`config.mk`:
```
export PLATFORM = sky130hd
export DESIGN_NAME = shift_seq_counter_flat
export DESIGN_NICKNAME = d
export VERILOG_FILES = /design/src/rtl/shift_seq_pkg.sv /design/src/rtl/shift_seq_counter_if.sv /design/src/rtl/shift_seq_next.sv /design/src/rtl/shift_seq_counter.sv /design/src/flat_wrapper.sv
export SDC_FILE = /design/constraint.sdc
export NUM_CORES = 1
export LEC_CHECK = 0
export CORE_MARGIN = 8
export CORE_UTILIZATION = 44
export DETAILED_ROUTE_END_ITERATION = 12
export HOLD_SLACK_MARGIN = 0.06
export PLACE_DENSITY = 0.7
export REMOVE_ABC_BUFFERS = 1
export SYNTH_ARGS = -nofsm -noshare
export SYNTH_HDL_FRONTEND = slang
export SYNTH_SLANG_ARGS = --single-unit
```
`constraint.sdc`:
```
create_clock -name clk -period 2 [get_ports clk]
set_input_delay 0.4 -clock clk [delete_from_list [all_inputs] [get_ports clk]]
set_output_delay 0.4 -clock clk [all_outputs]
set_load 0.005 [all_outputs]
```
`src/rtl/shift_seq_pkg.sv`:
```
// Shared types and helpers for the shift-register sequence counter:
// mode encoding, per-mode seed state and per-mode sequence period.
package shift_seq_pkg;

    localparam int MAX_W = 16;

    typedef enum logic [1:0] {
        MODE_RING    = 2'b00,
        MODE_JOHNSON = 2'b01,
        MODE_LFSR    = 2'b10,
        MODE_RSVD    = 2'b11
    } mode_t;

    // Starting state for a mode; callers truncate to their own width.
    function automatic logic [MAX_W-1:0] seed(mode_t m);
        case (m)
            MODE_RING, MODE_LFSR: seed = MAX_W'(1);
            default:              seed = '0;
        endcase
    endfunction

    // Number of distinct states the mode walks through before repeating.
    // Reserved mode never steps; 1 keeps the phase arithmetic well defined.
    function automatic int period(mode_t m, int w);
        case (m)
            MODE_RING:    period = w;
            MODE_JOHNSON: period = 2 * w;
            MODE_LFSR:    period = (1 << w) - 1;
            default:      period = 1;
        endcase
    endfunction

endpackage

```
`src/rtl/shift_seq_counter_if.sv`:
```
// Control/status bundle of the sequence counter. The master drives the
// step controls and load value; the slave (the counter) returns state.
interface shift_seq_counter_if #(
    parameter int WIDTH = 4
);
    logic             en;
    logic             dir;
    logic [1:0]       mode;
    logic             load;
    logic [WIDTH-1:0] load_val;
    logic [WIDTH-1:0] count;
    logic [WIDTH-1:0] phase;
    logic             wrap;

    modport master (
        output en, dir, mode, load, load_val,
        input  count, phase, wrap
    );

    modport slave (
        input  en, dir, mode, load, load_val,
        output count, phase, wrap
    );
endinterface

```
`src/rtl/shift_seq_next.sv`:
```
// Combinational single-step function: given the current state, mode and
// direction, produce the state one step later. No priority or phase logic.
module shift_seq_next
    import shift_seq_pkg::*;
#(
    parameter int               WIDTH = 4,
    parameter logic [WIDTH-1:0] TAPS  = 4'b1100
) (
    input  logic [WIDTH-1:0] count_i,
    input  mode_t            mode_i,
    input  logic             dir_i,
    output logic [WIDTH-1:0] count_o
);

    logic fb_up;
    logic msb_dn;

    // Fibonacci feedback for the forward LFSR step. The reverse step
    // recovers the bit that fell off the MSB: the old LSB-bound feedback sits
    // in count_i[0], and the remaining tapped bits are now at positions +1.
    // This relies on TAPS[WIDTH-1] being set, true for any maximal mask.
    always_comb begin
        fb_up  = ^(count_i & TAPS);
        msb_dn = count_i[0] ^ (^(count_i[WIDTH-1:1] & TAPS[WIDTH-2:0]));
    end

    // Select the one-step successor for the active mode and direction.
    always_comb begin
        count_o = count_i;
        case (mode_i)
            MODE_RING: begin
                if (dir_i) count_o = {count_i[WIDTH-2:0], count_i[WIDTH-1]};
                else       count_o = {count_i[0], count_i[WIDTH-1:1]};
            end
            MODE_JOHNSON: begin
                if (dir_i) count_o = {count_i[WIDTH-2:0], ~count_i[WIDTH-1]};
                else       count_o = {~count_i[0], count_i[WIDTH-1:1]};
            end
            MODE_LFSR: begin
                if (dir_i) count_o = {count_i[WIDTH-2:0], fb_up};
                else       count_o = {msb_dn, count_i[WIDTH-1:1]};
            end
            default: count_o = count_i;
        endcase
    end

endmodule

```
`src/rtl/shift_seq_counter.sv`:
```
// Run-time selectable ring / Johnson / LFSR sequence counter with up/down
// stepping, parallel load, step-index phase output and a wrap pulse.
// Edge priority: reset > load > mode change > step > hold.
// WIDTH must lie in 2..16 and TAPS must be a maximal-length mask.
module shift_seq_counter
    import shift_seq_pkg::*;
#(
    parameter int               WIDTH = 4,
    parameter logic [WIDTH-1:0] TAPS  = 4'b1100
) (
    input  logic                clk,
    input  logic                reset,
    shift_seq_counter_if.slave  bus
);

    mode_t            mode_in;
    mode_t            mode_q, mode_d;
    logic [WIDTH-1:0] count_q, count_d;
    logic [WIDTH-1:0] phase_q, phase_d;
    logic             wrap_q, wrap_d;
    logic [WIDTH-1:0] step_val;
    logic [WIDTH-1:0] per_m1;
    logic             lfsr_lock;

    assign mode_in = mode_t'(bus.mode);

    shift_seq_next #(
        .WIDTH (WIDTH),
        .TAPS  (TAPS)
    ) u_next (
        .count_i (count_q),
        .mode_i  (mode_q),
        .dir_i   (bus.dir),
        .count_o (step_val)
    );

    // Last phase index of the running mode, and the LFSR lockup condition.
    always_comb begin
        per_m1    = WIDTH'(period(mode_q, WIDTH) - 1);
        lfsr_lock = (mode_q == MODE_LFSR) && (count_q == '0);
    end

    // Next-state selection for load, mode change and stepping; wrap is a
    // pulse, so it defaults low and is raised only by a boundary crossing.
    always_comb begin
        count_d = count_q;
        phase_d = phase_q;
        wrap_d  = 1'b0;
        mode_d  = mode_q;
        if (bus.load) begin
            count_d = bus.load_val;
            phase_d = '0;
            mode_d  = mode_in;
        end else if (mode_in != mode_q) begin
            // A mode switch re-seeds and suppresses the step on this edge.
            count_d = WIDTH'(seed(mode_in));
            phase_d = '0;
            mode_d  = mode_in;
        end else if (bus.en && mode_q != MODE_RSVD) begin
            if (lfsr_lock) begin
                // Escape the all-zero LFSR state; not a wrap.
                count_d = WIDTH'(seed(MODE_LFSR));
                phase_d = '0;
            end else begin
                count_d = step_val;
                if (bus.dir) begin
                    if (phase_q == per_m1) begin
                        phase_d = '0;
                        wrap_d  = 1'b1;
                    end else begin
                        phase_d = phase_q + 1'b1;
                    end
                end else begin
                    if (phase_q == '0) begin
                        phase_d = per_m1;
                        wrap_d  = 1'b1;
                    end else begin
                        phase_d = phase_q - 1'b1;
                    end
                end
            end
        end
    end

    // State registers; reset seeds from the mode presented on that edge.
    always_ff @(posedge clk) begin
        if (reset) begin
            count_q <= WIDTH'(seed(mode_in));
            phase_q <= '0;
            wrap_q  <= 1'b0;
            mode_q  <= mode_in;
        end else begin
            count_q <= count_d;
            phase_q <= phase_d;
            wrap_q  <= wrap_d;
            mode_q  <= mode_d;
        end
    end

    assign bus.count = count_q;
    assign bus.phase = phase_q;
    assign bus.wrap  = wrap_q;

endmodule

```
`src/flat_wrapper.sv`:
```
// flat-port wrapper written by rule: the top's interface ports become plain ports
module shift_seq_counter_flat import shift_seq_pkg::*;
#(
    parameter int               WIDTH = 4,
    parameter logic [WIDTH-1:0] TAPS  = 4'b1100
)
  (clk, reset, bus_en, bus_dir, bus_mode, bus_load, bus_load_val, bus_count, bus_phase, bus_wrap);
  shift_seq_counter_if #(.WIDTH(WIDTH)) bus_i ();
  input  logic clk;
  input  logic reset;
  input wire logic [$bits(bus_i.en)-1:0] bus_en;
  input wire logic [$bits(bus_i.dir)-1:0] bus_dir;
  input wire logic [$bits(bus_i.mode)-1:0] bus_mode;
  input wire logic [$bits(bus_i.load)-1:0] bus_load;
  input wire logic [$bits(bus_i.load_val)-1:0] bus_load_val;
  output wire logic [$bits(bus_i.count)-1:0] bus_count;
  output wire logic [$bits(bus_i.phase)-1:0] bus_phase;
  output wire logic [$bits(bus_i.wrap)-1:0] bus_wrap;
  assign bus_i.en = bus_en;
  assign bus_i.dir = bus_dir;
  assign bus_i.mode = bus_mode;
  assign bus_i.load = bus_load;
  assign bus_i.load_val = bus_load_val;
  assign bus_count = bus_i.count;
  assign bus_phase = bus_i.phase;
  assign bus_wrap = bus_i.wrap;
  shift_seq_counter #(.WIDTH(WIDTH), .TAPS(TAPS)) u_core (.clk(clk), .reset(reset), .bus(bus_i));
endmodule
```
---- After elaboration in Yosys (flattened, before gate mapping) ----
Index checks and enable logic that the tools add are counted.
operators by class
  add/sub/neg operators ................... 3
  mux-type cells .......................... 21
  equal/unequal tests ..................... 6
  bitwise logic cells ..................... 4
  reductions and logical operators ........ 15
operators by type and width
  kind                   number
  $mux W4                12
  $pmux W4 S3            2
  $logic_not A4 Y1       2
  $sub A4 B1 Y4 const B  2
  $reduce_bool A7 Y1     1
  $mux W2                3
  $reduce_or A5 Y1       1
  $add A4 B1 Y4 const B  1
  $eq A2 B2 Y1 const B   2
  $eq A4 B4 Y1           1
  $logic_not A2 Y1       2
  $mux W1                4
  $reduce_bool A4 Y1     1
  $reduce_xor A4 Y1      1
  $not A1 Y1             3
  $reduce_bool A3 Y1     1
  $reduce_or A3 Y1       1
  $reduce_xor A3 Y1      1
  $eq A2 B1 Y1 const B   1
  $logic_and A1 B1 Y1    2
  $ne A2 B2 Y1           1
  $ne A2 B2 Y1 const B   1
  $reduce_and A2 Y1      1
  $reduce_or A2 Y1       1
  $xor A1 B1 Y1          1
storage, ports and cells
  register bits ........................... 11
  output and inout bits ................... 9
  logic and storage cells ................. 53
  bits of input ports ..................... 11

---- Longest topological paths before layout ----
  word-level depth ........................ 9
  gate-level depth with buffers ........... 8
  depth with buffers taken out ............ 7

---- Modules after synthesis ----
Synthesis repeated with hierarchy kept, for this count alone.
second synthesis, totals
  cells, all modules ...................... 112
  area total of the unflattened synthesis .. 967.2 um^2
modules (own cells, without submodules)
  module             area each (um^2)  instances  cells each  sequential area each (um^2)
  shift_seq_counter  814.5             1          88          280.3
  shift_seq_next     152.6             1          24          0.0

---- Worst setup path after synthesis ----
OpenSTA, ideal clock, no wires.
  path kind ............................... register -> register
  start ................................... register u_core.mode_q[0]
  end ..................................... register u_core.count_q[3] (netlist: u_core.bus.count[3]), data pin
  buffers on the path ..................... 1
  period minus slack after synthesis ...... 1757 ps
  arrival time ............................ 1501 ps
  cell stages (with the launch flop) ...... 9
  path slack .............................. 243 ps
  cells stage by stage .................... edfxtp_1 inv_1 ha_1 buf_2 o21ai_0 nor2_1 a211o_1 a32oi_1 nor2_1
on the way
  cells in the longest elaborated chain, start to end .. 7
RTL lines
  what                                                line                                           source
  start: declaration                                  shift_seq_counter.sv:17                        mode_t mode_q, mode_d;
  start signal: assignment                            shift_seq_counter.sv:91                        mode_q <= mode_in;
  start signal: assignment                            shift_seq_counter.sv:96                        mode_q <= mode_d;
  $eq A2 B2 Y1, or another cell as far along          shift_seq_next.sv:30, shift_seq_counter.sv:40
  $pmux W4 S3 or $logic_and A1 B1 Y1 (tied branches)  shift_seq_next.sv:30, shift_seq_counter.sv:40
  $mux W4                                             shift_seq_counter.sv:60                        if (lfsr_lock) begin
  $mux W4                                             shift_seq_counter.sv:59                        end else if (bus.en && mode_q != MODE_RSVD) begin
  $mux W4 (*)                                         shift_seq_counter.sv:54                        end else if (mode_in != mode_q) begin
  $mux W4 (*)                                         shift_seq_counter.sv:50                        if (bus.load) begin
  $mux W4 (*)                                         shift_seq_counter.sv:87                        if (reset) begin
  end signal: assignment                              shift_seq_counter.sv:88                        count_q <= WIDTH'(seed(mode_in));
  end signal: assignment                              shift_seq_counter.sv:93                        count_q <= count_d;
  end: declaration                                    shift_seq_counter.sv:18                        logic [WIDTH-1:0] count_q, count_d;
Every way passes the cells marked *; elsewhere a longest branch is shown, timed or not. The select of a mux whose other input is x is not followed.
A chain may end at the register's enable or synchronous reset.

---- Worst setup path in the final report ----
  start ................................... register u_core.mode_q[0]
  end ..................................... register u_core.phase_q[0] (netlist: u_core.bus.phase[0])
on the way
  cells in the longest elaborated chain, start to end .. 7
RTL lines
  what                                        line                                          source
  $eq A2 B2 Y1, or another cell as far along  shift_seq_pkg.sv:25, shift_seq_counter.sv:40
  $pmux W4 S3                                 shift_seq_pkg.sv:25                           case (m)
  $sub A4 B1 Y4                               shift_seq_counter.sv:39                       per_m1 = WIDTH'(period(mode_q, WIDTH) - 1);
  $eq A4 B4 Y1                                shift_seq_counter.sv:67                       if (phase_q == per_m1) begin
  $mux W4                                     shift_seq_counter.sv:67
  $mux W4                                     shift_seq_counter.sv:66                       if (bus.dir) begin
  $mux W4                                     shift_seq_counter.sv:60
  end signal: assignment                      shift_seq_counter.sv:94                       phase_q <= phase_d;
  end: declaration                            shift_seq_counter.sv:19                       logic [WIDTH-1:0] phase_q, phase_d;
Parallel ways exist; a longest one is shown, timed or not.

==> impl_metrics.env <==
export IMPL_status="finished clean"
export IMPL_worst_path_stages=7
export IMPL_yosysTopAreaCellShare_pct=18.9
export IMPL_vias_per_cell=5.36
export IMPL_intPower_w=0.000425
export IMPL_port_buffers=19
export IMPL_cts_hold_buf=0
export IMPL_synth_seq_area_share_pct=29.4
export IMPL_drive_above_1_share_pct=13.9
export IMPL_cp_start_kind="flip-flop"
export IMPL_clk_pin_slew_ns=0.07
export IMPL_die_area_um2=3910
export IMPL_p_sw_w=0.000182
export IMPL_pwr_share_comb_pct=31.1
export IMPL_worst_path_buf_inv=1
export IMPL_rr_worst_depth=7
export IMPL_slew_headroom_pct=75.8
export IMPL_clock_latency_ns=0.27
export IMPL_syn_avg_cell_area_um2=8.51
export IMPL_finish_utilization_pct=57.7
export IMPL_max_freq_mhz=531
export IMPL_post_route_drc_count=0
export IMPL_clock_skew_ns=0.00112
export IMPL_root_buffer="clkbuf_4"
export IMPL_h_tree_depth=1
export IMPL_drt_iter0_drc=32
export IMPL_firstDrtPassIters=4
export IMPL_synth_area_leader_cell="edfxtp_1"
export IMPL_netlist_top_cells_area="edfxtp_1, dfxtp_1, ha_1, nor2_1, a22oi_1"
export IMPL_peakVddDrop_mv=0.328
export IMPL_clock_path_buffers=2
export IMPL_rsz0062_at_grt="true"
export IMPL_antenna_found_initial=0
export IMPL_cts_tree="yes"
export IMPL_crit_type="reg -> reg"
export IMPL_drv_cap=0
export IMPL_cts_sinks=11
export IMPL_start_util_pct=44.8
export IMPL_synth_edf_count=6
export IMPL_final_cells=165
export IMPL_synthFlopType="edfxtp_1"
export IMPL_synth_distinct_cells=41
export IMPL_worstMarginPinSlew_ns=0.360
export IMPL_die_width_um=62.6
export IMPL_period_share_pct=94.1
export IMPL_grt_ovfl_total=0
export IMPL_clock_power_share_pct=25.3
export IMPL_hp_class="reg -> reg"
export IMPL_critical_path_arrival_ns=2.09
export IMPL_grt_pass1_wl_um=3840
export IMPL_max_stage_delay_ns=0.45
export IMPL_cts_setup_buffers=0
export IMPL_p_leak_nw=0.462
export IMPL_dp_hpwl_um=1770
export IMPL_place_gp_congestion=0.874
export IMPL_crit_slowest_cell="edfxtp_1"
export IMPL_critPathMaxFanout=5
export IMPL_synth_area_um2=953
export IMPL_crit_chain="inv_1 -> ha_1 -> xor2_1 -> nor2_1 -> a311oi_2 -> a32oi_1 -> nor2_1"
export IMPL_ys_ff_latch=11
export IMPL_min_period_ns=1.88
export IMPL_nets=157
export IMPL_power_density_nw_per_um2=494
export IMPL_setup_viol=0
export IMPL_finalHoldViolations=0
export IMPL_wl_per_cell_um=13.6
export IMPL_ant_nets=0
export IMPL_cp_top_family="compound AO/OA/AOI/OAI gates"
export IMPL_numCtsBuffers=3
export IMPL_synthCells=112
export IMPL_ys_warn_count=0
export IMPL_grtUsageTotal_pct=12.0
export IMPL_vias=885
export IMPL_io_pins=20
export IMPL_cpMostUsedCell="nor2_1"
export IMPL_seq_power_share_pct=43.6
export IMPL_synthArstFlopShare_pct=0
export IMPL_cp_required_ns=2.21
export IMPL_fp_dieH_um=62.6
export IMPL_rows=17
export IMPL_switching_share_pct=30.0
export IMPL_wl_um=2250
export IMPL_grt_max_degree=17
export IMPL_core_um2=2130
export IMPL_grt_pass1_vias=884
export IMPL_antenna_cells=0
export IMPL_slew_violations=0
export IMPL_cp_end_kind="flip-flop"
export IMPL_dp_cells=161
export IMPL_min_path_cells=2
export IMPL_area_growth_pct=28.7
cells in the final DEF (no fill, tap or decap), types with 2 or more instances in the layout:
master	synthesis	layout
nand3_1	4	4
buf_4	2	9
dfxtp_1	5	5
inv_1	7	7
clkdlybuf4s50_1	0	19
nor2_1	14	14
nand2_1	8	8
nand2b_1	2	2
a21oi_1	4	4
a32oi_1	2	2
a22oi_1	6	6
edfxtp_1	6	6
xnor2_1	5	5
o21ai_1	2	2
o31ai_1	2	2
nor3_1	2	2
clkbuf_4	0	3
ha_1	8	8
o21ai_0	7	7
state kept, by name (all words and copies together), names as in the netlist:
signal and count:
u_core.bus.count 4, u_core.mode_q 2, u_core.bus.phase 4, u_core.bus.wrap 1
worst register-to-register path: cells and delay by family (launching register included):
family,cells,cell delay [ns]
AO/OA/AOI/OAI,2,0.55
flip-flops,1,0.45
adder cells (fa/ha/maj),1,0.37
AND/OR/NAND/NOR,2,0.19
XOR/XNOR,1,0.16
buffers and inverters,1,0.12
final cells by class:
class                           count  area (µm²)
Fill cell                         207         900
Inverter                            8        30.0
Clock buffer                        4        26.3
Multi-Input combinational cell     86         598
Timing Repair Buffer               28         258
Sequential cell                    11         280
Tap cell                           28        35.0
path summary, 6_finish.rpt:
path / from / to / slack, ns
max: u_core.mode_q[0]$_DFFE_PP_ / u_core.bus.phase[0]$_SDFFE_PP0P_ / 0.12
min: u_core.bus.phase[3]$_SDFFE_PP0P_ / u_core.bus.phase[3]$_SDFFE_PP0P_ / 0.62
max reg2reg: u_core.mode_q[0]$_DFFE_PP_ / u_core.bus.phase[0]$_SDFFE_PP0P_ / 0.12
min reg2reg: u_core.bus.phase[3]$_SDFFE_PP0P_ / u_core.bus.phase[3]$_SDFFE_PP0P_ / 0.62
routing by layer:
layer	global-route usage, %	up-vias	part of all wire, %
met5	0	-	0
met4	7.12	0	2.3
met3	3.76	6	3.6
met2	19.9	20	49
met1	13.0	403	46
li1	-	456	-
cells by family after synthesis:
| kind of cell | Yosys count | synth area share (%) |
|---|---|---|
| simple gates | 41 | 23.2 |
| compound gates | 30 | 22.3 |
| buf+inv | 15 | 7.87 |
| flops | 11 | 29.4 |
| fa+ha+maj | 8 | 10.5 |
| xor+xnor | 6 | 5.51 |
| mux | 1 | 1.18 |
cell usage after synthesis (2+ instances only):
master	number
inv_1	7
o21ai_1	2
buf_4	2
nand3_1	4
o31ai_1	2
nor3_1	2
o21ai_0	7
buf_2	3
nand2b_1	2
xnor2_1	5
a32oi_1	2
nand2_1	8
nor2_1	14
dfxtp_1	5
edfxtp_1	6
ha_1	8
a21oi_1	4
a22oi_1	6
per-stage QoR:
step | setup slack, ns | power [W] | cell area, µm² | hold WS, ns | TNS [ns]
floorplan | 0.276 | 0.000372 | 908 | 0.499 | 0
finish | 0.118 | 0.000607 | 1230 | 0.623 | 0
global route | -0.0238 | 0.000644 | 1230 | 0.649 | -0.0238
global placement | 0.0754 | 0.000453 | 1200 | 0.586 | 0
detailed placement | 0.00545 | 0.000457 | 1200 | 0.610 | 0
CTS | 0.106 | 0.000612 | 1230 | 0.621 | 0
power groups by stage:
stage          Sequential, W  Clock [W]  Combinational (W)
2_1_floorplan       0.000269          0           0.000103
3_3_place_gp        0.000269          0           0.000183
3_5_place_dp        0.000270          0           0.000187
4_1_cts             0.000265   0.000159           0.000189
5_1_grt             0.000266   0.000170           0.000208
6_report            0.000265   0.000154           0.000189
what timing repair did:
item	in CTS	in global routing
gates resized for setup	0	1
hold endpoints to repair	0	0
setup endpoints to repair	0	5
No activity file was read; power rests on OpenSTA's default activity.
